[src/rtl/row_loader_if.sv]
// Row output channel of row_loader.
// The producer (master) presents one assembled image row at a time. The consumer
// (slave) accepts that row with a valid/ready handshake.
//   row_out    : IM_W*BW bits. Column k is in bits [k*BW +: BW].
//   row_valid  : row_out holds a complete row.
//   row_ready  : consumer accepts the row.
//   row_idx    : index of the row that is being assembled or presented.
//   frame_done : one-cycle pulse after the last row of a sample is accepted.
interface row_loader_if #(
  parameter int BW   = 16,
  parameter int IM_W = 28,
  parameter int IM_H = 28
);
  localparam int IW = (IM_H > 1) ? $clog2(IM_H) : 1;

  logic [IM_W*BW-1:0] row_out;
  logic               row_valid;
  logic               row_ready;
  logic [IW-1:0]      row_idx;
  logic               frame_done;

  modport master (
    output row_out, row_valid, row_idx, frame_done,
    input  row_ready
  );

  modport slave (
    input  row_out, row_valid, row_idx, frame_done,
    output row_ready
  );
endinterface

[src/rtl/row_loader.sv]
// row_loader: reads one image sample from a synchronous ROM, one pixel per cycle,
// and presents the sample row by row on a valid/ready channel.
//   clk         : single clock. State changes on the rising edge.
//   rst         : asynchronous reset, active low.
//   en          : fetch enable. While en is low, no new ROM address is issued.
//   next_sample : moves to the next sample (ss+1) and restarts it from row 0.
//                 It has priority over every other input.
//   rom_data    : ROM read data. It arrives 1 cycle after rom_addr.
//   rom_addr    : pixel address within the current sample. It stops at IM_W*IM_H.
//   ss          : sample select for the ROM bank.
//   rows        : row output channel (see row_loader_if).
module row_loader #(
  parameter int BW   = 16,
  parameter int IM_W = 28,
  parameter int IM_H = 28,
  parameter int AW   = 10,
  parameter int SSW  = 4
) (
  input  logic           clk,
  input  logic           rst,
  input  logic           en,
  input  logic           next_sample,
  input  logic [BW-1:0]  rom_data,
  output logic [AW-1:0]  rom_addr,
  output logic [SSW-1:0] ss,
  row_loader_if.master   rows
);
  localparam int IW = (IM_H > 1) ? $clog2(IM_H) : 1;
  localparam int CW = $clog2(IM_W + 1);
  localparam logic [CW-1:0] ROW_LEN  = CW'(IM_W);
  localparam logic [CW-1:0] LAST_COL = CW'(IM_W - 1);
  localparam logic [IW-1:0] LAST_ROW = IW'(IM_H - 1);

  typedef enum logic [1:0] {IDLE, FETCH, HOLD, DONE} state_t;

  state_t             state, state_next;
  logic [CW-1:0]      issued;
  logic [CW-1:0]      captured;
  logic               pending;
  logic [IM_W*BW-1:0] row_reg;
  logic               row_valid;
  logic [IW-1:0]      row_idx;
  logic               frame_done;

  logic issue;
  logic accept;
  logic last_capture;

  // Next-state logic and the per-cycle strobes that the datapath uses.
  always_comb begin
    state_next   = state;
    issue        = 1'b0;
    accept       = 1'b0;
    last_capture = pending && (captured == LAST_COL);
    if (next_sample) begin
      state_next = IDLE;
    end else begin
      case (state)
        IDLE: begin
          // The IDLE cycle with en high is the first issue of the row.
          if (en) begin
            issue      = 1'b1;
            state_next = FETCH;
          end
        end
        FETCH: begin
          issue = en && (issued < ROW_LEN);
          if (last_capture) state_next = HOLD;
        end
        HOLD: begin
          if (row_valid && rows.row_ready) begin
            accept     = 1'b1;
            state_next = (row_idx == LAST_ROW) ? DONE : FETCH;
          end
        end
        DONE: state_next = DONE;
        default: state_next = IDLE;
      endcase
    end
  end

  always_ff @(posedge clk or negedge rst) begin
    if (!rst) state <= IDLE;
    else      state <= state_next;
  end

  always_ff @(posedge clk or negedge rst) begin
    if (!rst) begin
      rom_addr   <= '0;
      ss         <= '0;
      issued     <= '0;
      captured   <= '0;
      pending    <= 1'b0;
      row_reg    <= '0;
      row_valid  <= 1'b0;
      row_idx    <= '0;
      frame_done <= 1'b0;
    end else if (next_sample) begin
      // A read still in flight is dropped because pending is cleared here.
      // row_reg keeps its contents; the next row overwrites them.
      ss         <= ss + 1'b1;
      rom_addr   <= '0;
      issued     <= '0;
      captured   <= '0;
      pending    <= 1'b0;
      row_valid  <= 1'b0;
      row_idx    <= '0;
      frame_done <= 1'b0;
    end else begin
      frame_done <= 1'b0;
      pending    <= issue;
      if (issue) begin
        rom_addr <= rom_addr + 1'b1;
        issued   <= issued + 1'b1;
      end
      // New pixels enter at the top column and shift down, so column 0 ends up
      // holding the first pixel fetched.
      if (pending) begin
        row_reg  <= {rom_data, row_reg[IM_W*BW-1:BW]};
        captured <= captured + 1'b1;
        if (last_capture) row_valid <= 1'b1;
      end
      if (accept) begin
        row_valid <= 1'b0;
        if (row_idx == LAST_ROW) begin
          frame_done <= 1'b1;
        end else begin
          row_idx  <= row_idx + 1'b1;
          issued   <= '0;
          captured <= '0;
        end
      end
    end
  end

  assign rows.row_out    = row_reg;
  assign rows.row_valid  = row_valid;
  assign rows.row_idx    = row_idx;
  assign rows.frame_done = frame_done;
endmodule

[src/flat_wrapper.sv]
// flat-port wrapper written by rule: the top's interface ports become plain ports
module row_loader_flat 
#(
  parameter int BW   = 16,
  parameter int IM_W = 28,
  parameter int IM_H = 28,
  parameter int AW   = 10,
  parameter int SSW  = 4
)
  (clk, rst, en, next_sample, rom_data, rom_addr, ss, rows_row_out, rows_row_valid, rows_row_idx, rows_frame_done, rows_row_ready);
  row_loader_if #(.BW(BW), .IM_W(IM_W), .IM_H(IM_H)) rows_i ();
  input  logic clk;
  input  logic rst;
  input  logic en;
  input  logic next_sample;
  input  logic [BW-1:0] rom_data;
  output logic [AW-1:0] rom_addr;
  output logic [SSW-1:0] ss;
  output wire logic [$bits(rows_i.row_out)-1:0] rows_row_out;
  output wire logic [$bits(rows_i.row_valid)-1:0] rows_row_valid;
  output wire logic [$bits(rows_i.row_idx)-1:0] rows_row_idx;
  output wire logic [$bits(rows_i.frame_done)-1:0] rows_frame_done;
  input wire logic [$bits(rows_i.row_ready)-1:0] rows_row_ready;
  assign rows_row_out = rows_i.row_out;
  assign rows_row_valid = rows_i.row_valid;
  assign rows_row_idx = rows_i.row_idx;
  assign rows_frame_done = rows_i.frame_done;
  assign rows_i.row_ready = rows_row_ready;
  row_loader #(.BW(BW), .IM_W(IM_W), .IM_H(IM_H), .AW(AW), .SSW(SSW)) u_core (.clk(clk), .rst(rst), .en(en), .next_sample(next_sample), .rom_data(rom_data), .rom_addr(rom_addr), .ss(ss), .rows(rows_i));
endmodule
[config.mk]
export PLATFORM = sky130hd
export DESIGN_NAME = row_loader_flat
export DESIGN_NICKNAME = d
export VERILOG_FILES = /design/src/rtl/row_loader_if.sv /design/src/rtl/row_loader.sv /design/src/flat_wrapper.sv
export SDC_FILE = /design/constraint.sdc
export NUM_CORES = 1
export LEC_CHECK = 0
export CORE_ASPECT_RATIO = 2
export CORE_MARGIN = 4
export CORE_UTILIZATION = 55
export DETAILED_ROUTE_END_ITERATION = 12
export DONT_BUFFER_PORTS = 1
export HOLD_SLACK_MARGIN = 0.12
export PLACE_DENSITY = 0.74
export REMOVE_ABC_BUFFERS = 1
export SYNTH_ARGS = -nofsm -noshare
export SYNTH_HDL_FRONTEND = slang
export SYNTH_SLANG_ARGS = --single-unit
[constraint.sdc]
create_clock -name clk -period 4.2 [get_ports clk]
set_clock_uncertainty 0.15 [all_clocks]
set_input_delay 0.84 -clock clk [delete_from_list [all_inputs] [get_ports clk]]
set_output_delay 0.84 -clock clk [all_outputs]
set_load 0.03 [all_outputs]
==> results of run 1 <==
-- Yosys cell counts (2+ instances only) --
cell      instances
nand2_1          11
a31oi_1           2
xor2_1            7
nand3_1           5
nor2_1           23
nand2b_1          3
nor4_2            2
nand4b_1          3
buf_2             5
dfrtp_1         482
mux2_4          420
nor3b_1           2
a21oi_1           8
mux2_2           29
xnor2_1          14
inv_1             2
buf_6            48
ha_1              5
clkbuf_1          2
nand4_1           6
nor3_1            4
-- cell type report --
type                            count  area [sq um]  share of cell area
Inverter                            2          7.51            0.000346
Multi-Input combinational cell    560          7360               0.339
Tap cell                          450           563              0.0260
Timing Repair Buffer               20           238              0.0110
Clock inverter                     15           254              0.0117
Clock buffer                       57          1210              0.0556
Sequential cell                   482         12100               0.556
-- flip-flops by register name, indices dropped and copies added (netlist names) --
name / flops
u_core.issued: 5
u_core.rows.row_valid: 1
u_core.rom_addr: 10
u_core.rows.row_out: 448
u_core.state: 2
u_core.captured: 5
u_core.ss: 4
u_core.rows.frame_done: 1
u_core.pending: 1
u_core.rows.row_idx: 5
-- power by group through the flow --
stage / Combinational, mW / Sequential [mW] / Clock, mW
floorplan: 1.01 / 6.86 / 0
global placement: 0.971 / 7.14 / 0
detailed placement: 1.01 / 7.15 / 0
CTS: 1.02 / 7.08 / 4.20
global route: 1.08 / 7.15 / 4.38
finish: 1.01 / 7.06 / 4.09
-- routing by layer --
layer	vias up	GRT usage	routed length, microns
met5	-	0	0
met4	0	0.0910	1950
met3	93	0.0709	3680
met2	369	0.341	21200
met1	4744	0.216	13800
li1	3864	-	-
-- worst max-delay path by stage --
| stage | depth (start not counted) | to |
|---|---|---|
| after floorplan | 2 | u_core.rows.row_out[383] |
| after global placement | 3 | u_core.rows.row_out[27] |
| after detailed placement | 3 | u_core.rows.row_out[12] |
| after CTS | 3 | u_core.rows.row_out[110] |
| after global routing | 3 | u_core.rows.row_out[62] |
| final | 3 | u_core.rows.row_out[12] |
-- cell families (layout without fill, tap and decap cells) --
kind of cell    count (synthesis)  after routing  share of synthesized area
simple gates                   69             69                     0.0191
flops                         482            482                      0.603
mux                           450            450                      0.332
fa+ha+maj                       5              5                    0.00313
buf+inv                        58             94                     0.0294
compound gates                 15             15                    0.00450
xor+xnor                       21             21                    0.00919
-- through the flow --
step                 util  total power [mW]  setup slack (ns)  TNS (ns)
floorplan               -              7.87             -2.33  -1009.97
global placement    0.565              8.11              1.54         0
detailed placement  0.565              8.17              1.51         0
CTS                 0.606              12.3              1.87         0
global route        0.606              12.6              1.79         0
finish              0.606              12.2              1.89         0
-- worst register-to-register path, cell delays in order (launching register included) --
cell      delay [ns]
dfrtp_1         0.48
nand2b_4        0.67
buf_4           0.54
mux2_4          0.35
==> qor.csv, run 1 <==
metric,value,unit
"Seq/Total Area, Yosys",0.603,
Tmin final,2.31,ns
max incr delay on CP,0.66,ns
Worst-path clk slew,0.07,ns
sw power,3.76,mW
post-CTS setup buffers,0,
CP top delay family,simple AND/OR/NAND/NOR gates,
Clk network pwr share,0.336,
total congestion overflow,0,
clk sinks,482,
Crit Path Category,flop to flop,
Worst Max-Slew Pin Slew,1.98,ns
Layout area overhead,8.40,%
CTS tree,built,
"commonest cells after routing, fill and taps aside","dfrtp_1 (482), mux2_4 (420), clkbuf_16 (41)",
count of different cell masters after synthesis,38,
antenna cells,0,
Row Count,98,
critical-path cell list,nand2b_4 > buf_4 > mux2_4,
wire per inst,25.6,microns
Clock Root Buffer,clkbuf_16,
layout cells sized above 1,0.480,
hpwl dp,28100,microns
Hold WC Path Type,primary input to asynchronous set/reset pin,
Final period util,0.549,
initial DRC count,412,
DR vias/cell,5.72,
clk buf depth,3,
"EDFF count, synth",0,
Flop pwr share,0.581,
H-Tree Depth,2,
fillers,2597,
leakage,11.6,nW
DRT Pass-1 Iters,4,
R2R setup slack,1.89,ns
cell count after synthesis,1100,
proportion of netlist area held by the largest area contributor,0.603,
Async SR Flop Fraction,1.00,
Worst VDD drop,0.445,mV
Synth area leader,dfrtp_1,
WHS,-0.143,ns
buffers and inverters on the worst path,1,
post-cts resize count,0,
Total Wirelength,40700,microns
largest net degree at the start of global routing,483,
Placed Area,20200,sq um
failing checks,"hold timing, slew limit",
"Top FF cell, synth",dfrtp_1,
die height,278,microns
"commonest non-fill, non-tap cell in the layout",dfrtp_1,
chip width,143,microns
nets,1133,
first-pass GRT wire length,61700,microns
r2r startpoint,u_core.pending,
IO Count,490,
worst-skew pair later-pin latency,0.53,ns
Die ar.,39700,sq um
#FFs+latches synth,482,
crit path launch type,flop,
endpoints failing setup,0,
combinational share of power,0.083,
RSZ-0062 raised after global routing,false,
Final Instance Count excl. Fillers,1586,
Synth Cell Area,20000,sq um
Cell Int Power,8.39,mW
Initial Util,0.559,
Critical path origin,u_core.pending,
YS warnings,0,
initial antenna violation count,0,
critical path's slowest cell,nand2b_4,
GRT Util Overall,0.198,
Syn Area/Cell,18.2,sq um
Reg-to-Reg End,u_core.rows.row_out[12],
Final Max Slew Viols,254,
post-route cell area,21700,sq um
final antenna-violating net count,0,
Core ar.,35800,sq um
"top cells by area, synth","dfrtp_1 (60%), mux2_4 (32%), buf_6 (2.7%)",
Fin. Hold Viols,63,
Worst EP required,4.45,ns
outcome,finished with violations,
arrival time at the worst endpoint,2.56,ns
dpl cells,1514,
max cap viols,0,
GP Congestion,0.797,
Rel. slew slack,-0.318,
power per cell area,560,nW/um^2
switching share of power,0.309,
f_max,434,MHz
residual DRC count,0,
Vias,9070,
Crit. End Element,flop,
total CTS buffers,41,
vias in the first global route,9692,
input/output buffers,0,
CP Max Fanout,41,
R2R depth,3,
No activity file was read; power rests on OpenSTA's default activity.
==> run 2: changes to the inputs <==
- PLACE_DENSITY: 0.74 -> 0.77
- clock period: 4.2 -> 2.1 ns (I/O delays scaled with it)
==> run 2 against run 1 <==
Net effect:
- the run ends with hold timing left
- combinational power increased by 110%
- register-to-register slack got worse by 1.6 ns
- die area unchanged
==> qor.csv, run 2 (synthesis gave the netlist of run 1 again) <==
metric,value,unit,change
Initial Util,0.559,,unchanged
residual DRC count,0,,unchanged
input/output buffers,0,,unchanged
CP top delay family,buffers and inverters,,
Worst EP required,2.37,ns,-2.08 ns
IO Count,490,,unchanged
Worst VDD drop,1.10,mV,+150%
power per cell area,1100,nW/um^2,+97%
wire per inst,25.9,microns,+1.2%
Vias,9383,,+3.5%
most frequent CP cell,buf_12,,
H-Tree Depth,2,,unchanged
total CTS buffers,41,,unchanged
CP Max Fanout,33,,-20%
post-CTS setup buffers,0,,unchanged
GR peak layer,met2,,
Placed Area,20500,sq um,+1.3%
DR vias/cell,5.76,,+0.66%
Layout area overhead,10.7,%,
Final period util,0.882,,+0.334
Fin. Hold Viols,482,,+670%
initial antenna violation count,0,,unchanged
Die ar.,39700,sq um,unchanged
leakage,11.8,nW,+1.9%
CTS tree,built,,
Row Count,98,,unchanged
Largest register FFs,448,,unchanged
clk buf depth,3,,unchanged
initial DRC count,394,,-4.4%
DRT Pass-1 Iters,4,,unchanged
max incr delay on CP,0.47,ns,-0.19 ns
clk sinks,482,,unchanged
endpoints failing setup,0,,unchanged
Hold WC Path Type,primary input to asynchronous set/reset pin,,
final setup margin,0.247,ns,-1.65 ns
pre-CTS setup slack,0.250,ns,-1.26 ns
met3 Resource Use GR,0.0719,,+0.00104
max cap viols,0,,unchanged
Crit Path Category,flop to flop,,
"commonest non-fill, non-tap cell in the layout",dfrtp_1,,
failing checks,hold timing,,
first-pass GRT wire length,64800,microns,+4.9%
layout cells sized above 1,0.482,,+0.00245
worst-skew pair later-pin latency,0.54,ns,about the same
Rel. slew slack,0.0887,,+0.407
dpl cells,1535,,+1.4%
post-route setup TNS,0,ns,unchanged
met2 Use GR,0.360,,+0.0190
f_max,540,MHz,+24%
hpwl dp,29500,microns,+5.0%
crit path launch type,flop,,
Tmin final,1.85,ns,-0.452 ns
M1 GR Usage,0.225,,+0.00893
die height,278,microns,unchanged
Crit. End Element,flop,,
"commonest cells after routing, fill and taps aside","dfrtp_1 (482), mux2_4 (420), clkbuf_16 (43)",,
final antenna-violating net count,0,,unchanged
arrival time at the worst endpoint,2.12,ns,-0.44 ns
Core ar.,35800,sq um,unchanged
r2r startpoint,u_core.pending,,
largest net degree at the start of global routing,483,,unchanged
GP Congestion,0.826,,+3.6%
chip width,143,microns,unchanged
outcome,finished with violations,,
Worst Max-Slew Pin Slew,1.37,ns,-0.610 ns
Final Instance Count excl. Fillers,1630,,+2.8%
WHS,-0.565,ns,-0.422 ns
post-route cell area,22200,sq um,+2.1%
critical-path cell list,nand2b_4 > buf_12 > buf_12 > mux2_2,,
Clock Root Buffer,clkbuf_16,,
critical path's slowest cell,dfrtp_1,,
nets,1173,,+3.5%
RSZ-0062 raised after global routing,false,,
GRT Util Overall,0.209,,+0.0107
Critical path origin,u_core.pending,,
vias in the first global route,10199,,+5.2%
Final Max Slew Viols,0,,-100%
final total power,24.4,mW,+100%
antenna cells,0,,unchanged
Worst-path clk slew,0.07,ns,about the same
buffers and inverters on the worst path,2,,+1
"Hold-fix buffers, CTS",19,,
post-cts resize count,0,,unchanged
total congestion overflow,0,,unchanged
Total Wirelength,42300,microns,+4.0%
run 2: through the flow:
step                      hold WS, ns  utilization
after global routing           -0.603        0.619
after CTS                      -0.602        0.619
final                          -0.565        0.619
after floorplan               -0.0256            -
after detailed placement      -0.0151        0.573
after global placement        -0.0151        0.573
run 2: final timing paths:
path                                            end  slack [ns]  depth (start not counted)
setup / recovery           u_core.rows.row_out[408]        0.25                          4
hold / removal                   u_core.rom_addr[4]       -0.56                          0
setup reg to reg           u_core.rows.row_out[408]        0.25                          4
hold reg to reg                    u_core.issued[2]        0.40                          1
max in group asynchronous  u_core.rows.row_out[237]        1.27                          0
min in group clk                   u_core.issued[2]        0.17                          2
run 2: cell type report:
| cell class | count | area (sq um) |
|---|---|---|
| tap | 450 | 563 |
| clock inverter | 22 | 284 |
| multi-input combinational | 560 | 7360 |
| timing repair buffer | 60 | 698 |
| fill | 2515 | 13700 |
| sequential | 482 | 12100 |
| clock buffer | 54 | 1180 |
| inverter | 2 | 7.51 |
run 2: per-layer routing:
layer	vias to the layer above	routed length, microns
li1	3952	-
met1	4916	14100
met2	406	22200
met3	109	3720
met4	0	2250
met5	-	0
run 2: where the power goes:
group          leakage (nW)  switching (mW)  internal, mW  total (mW)
clock network         0.714            3.42          4.73        8.15
logic                  4.56           0.549          1.57        2.12
registers              6.54            3.76          10.4        14.2
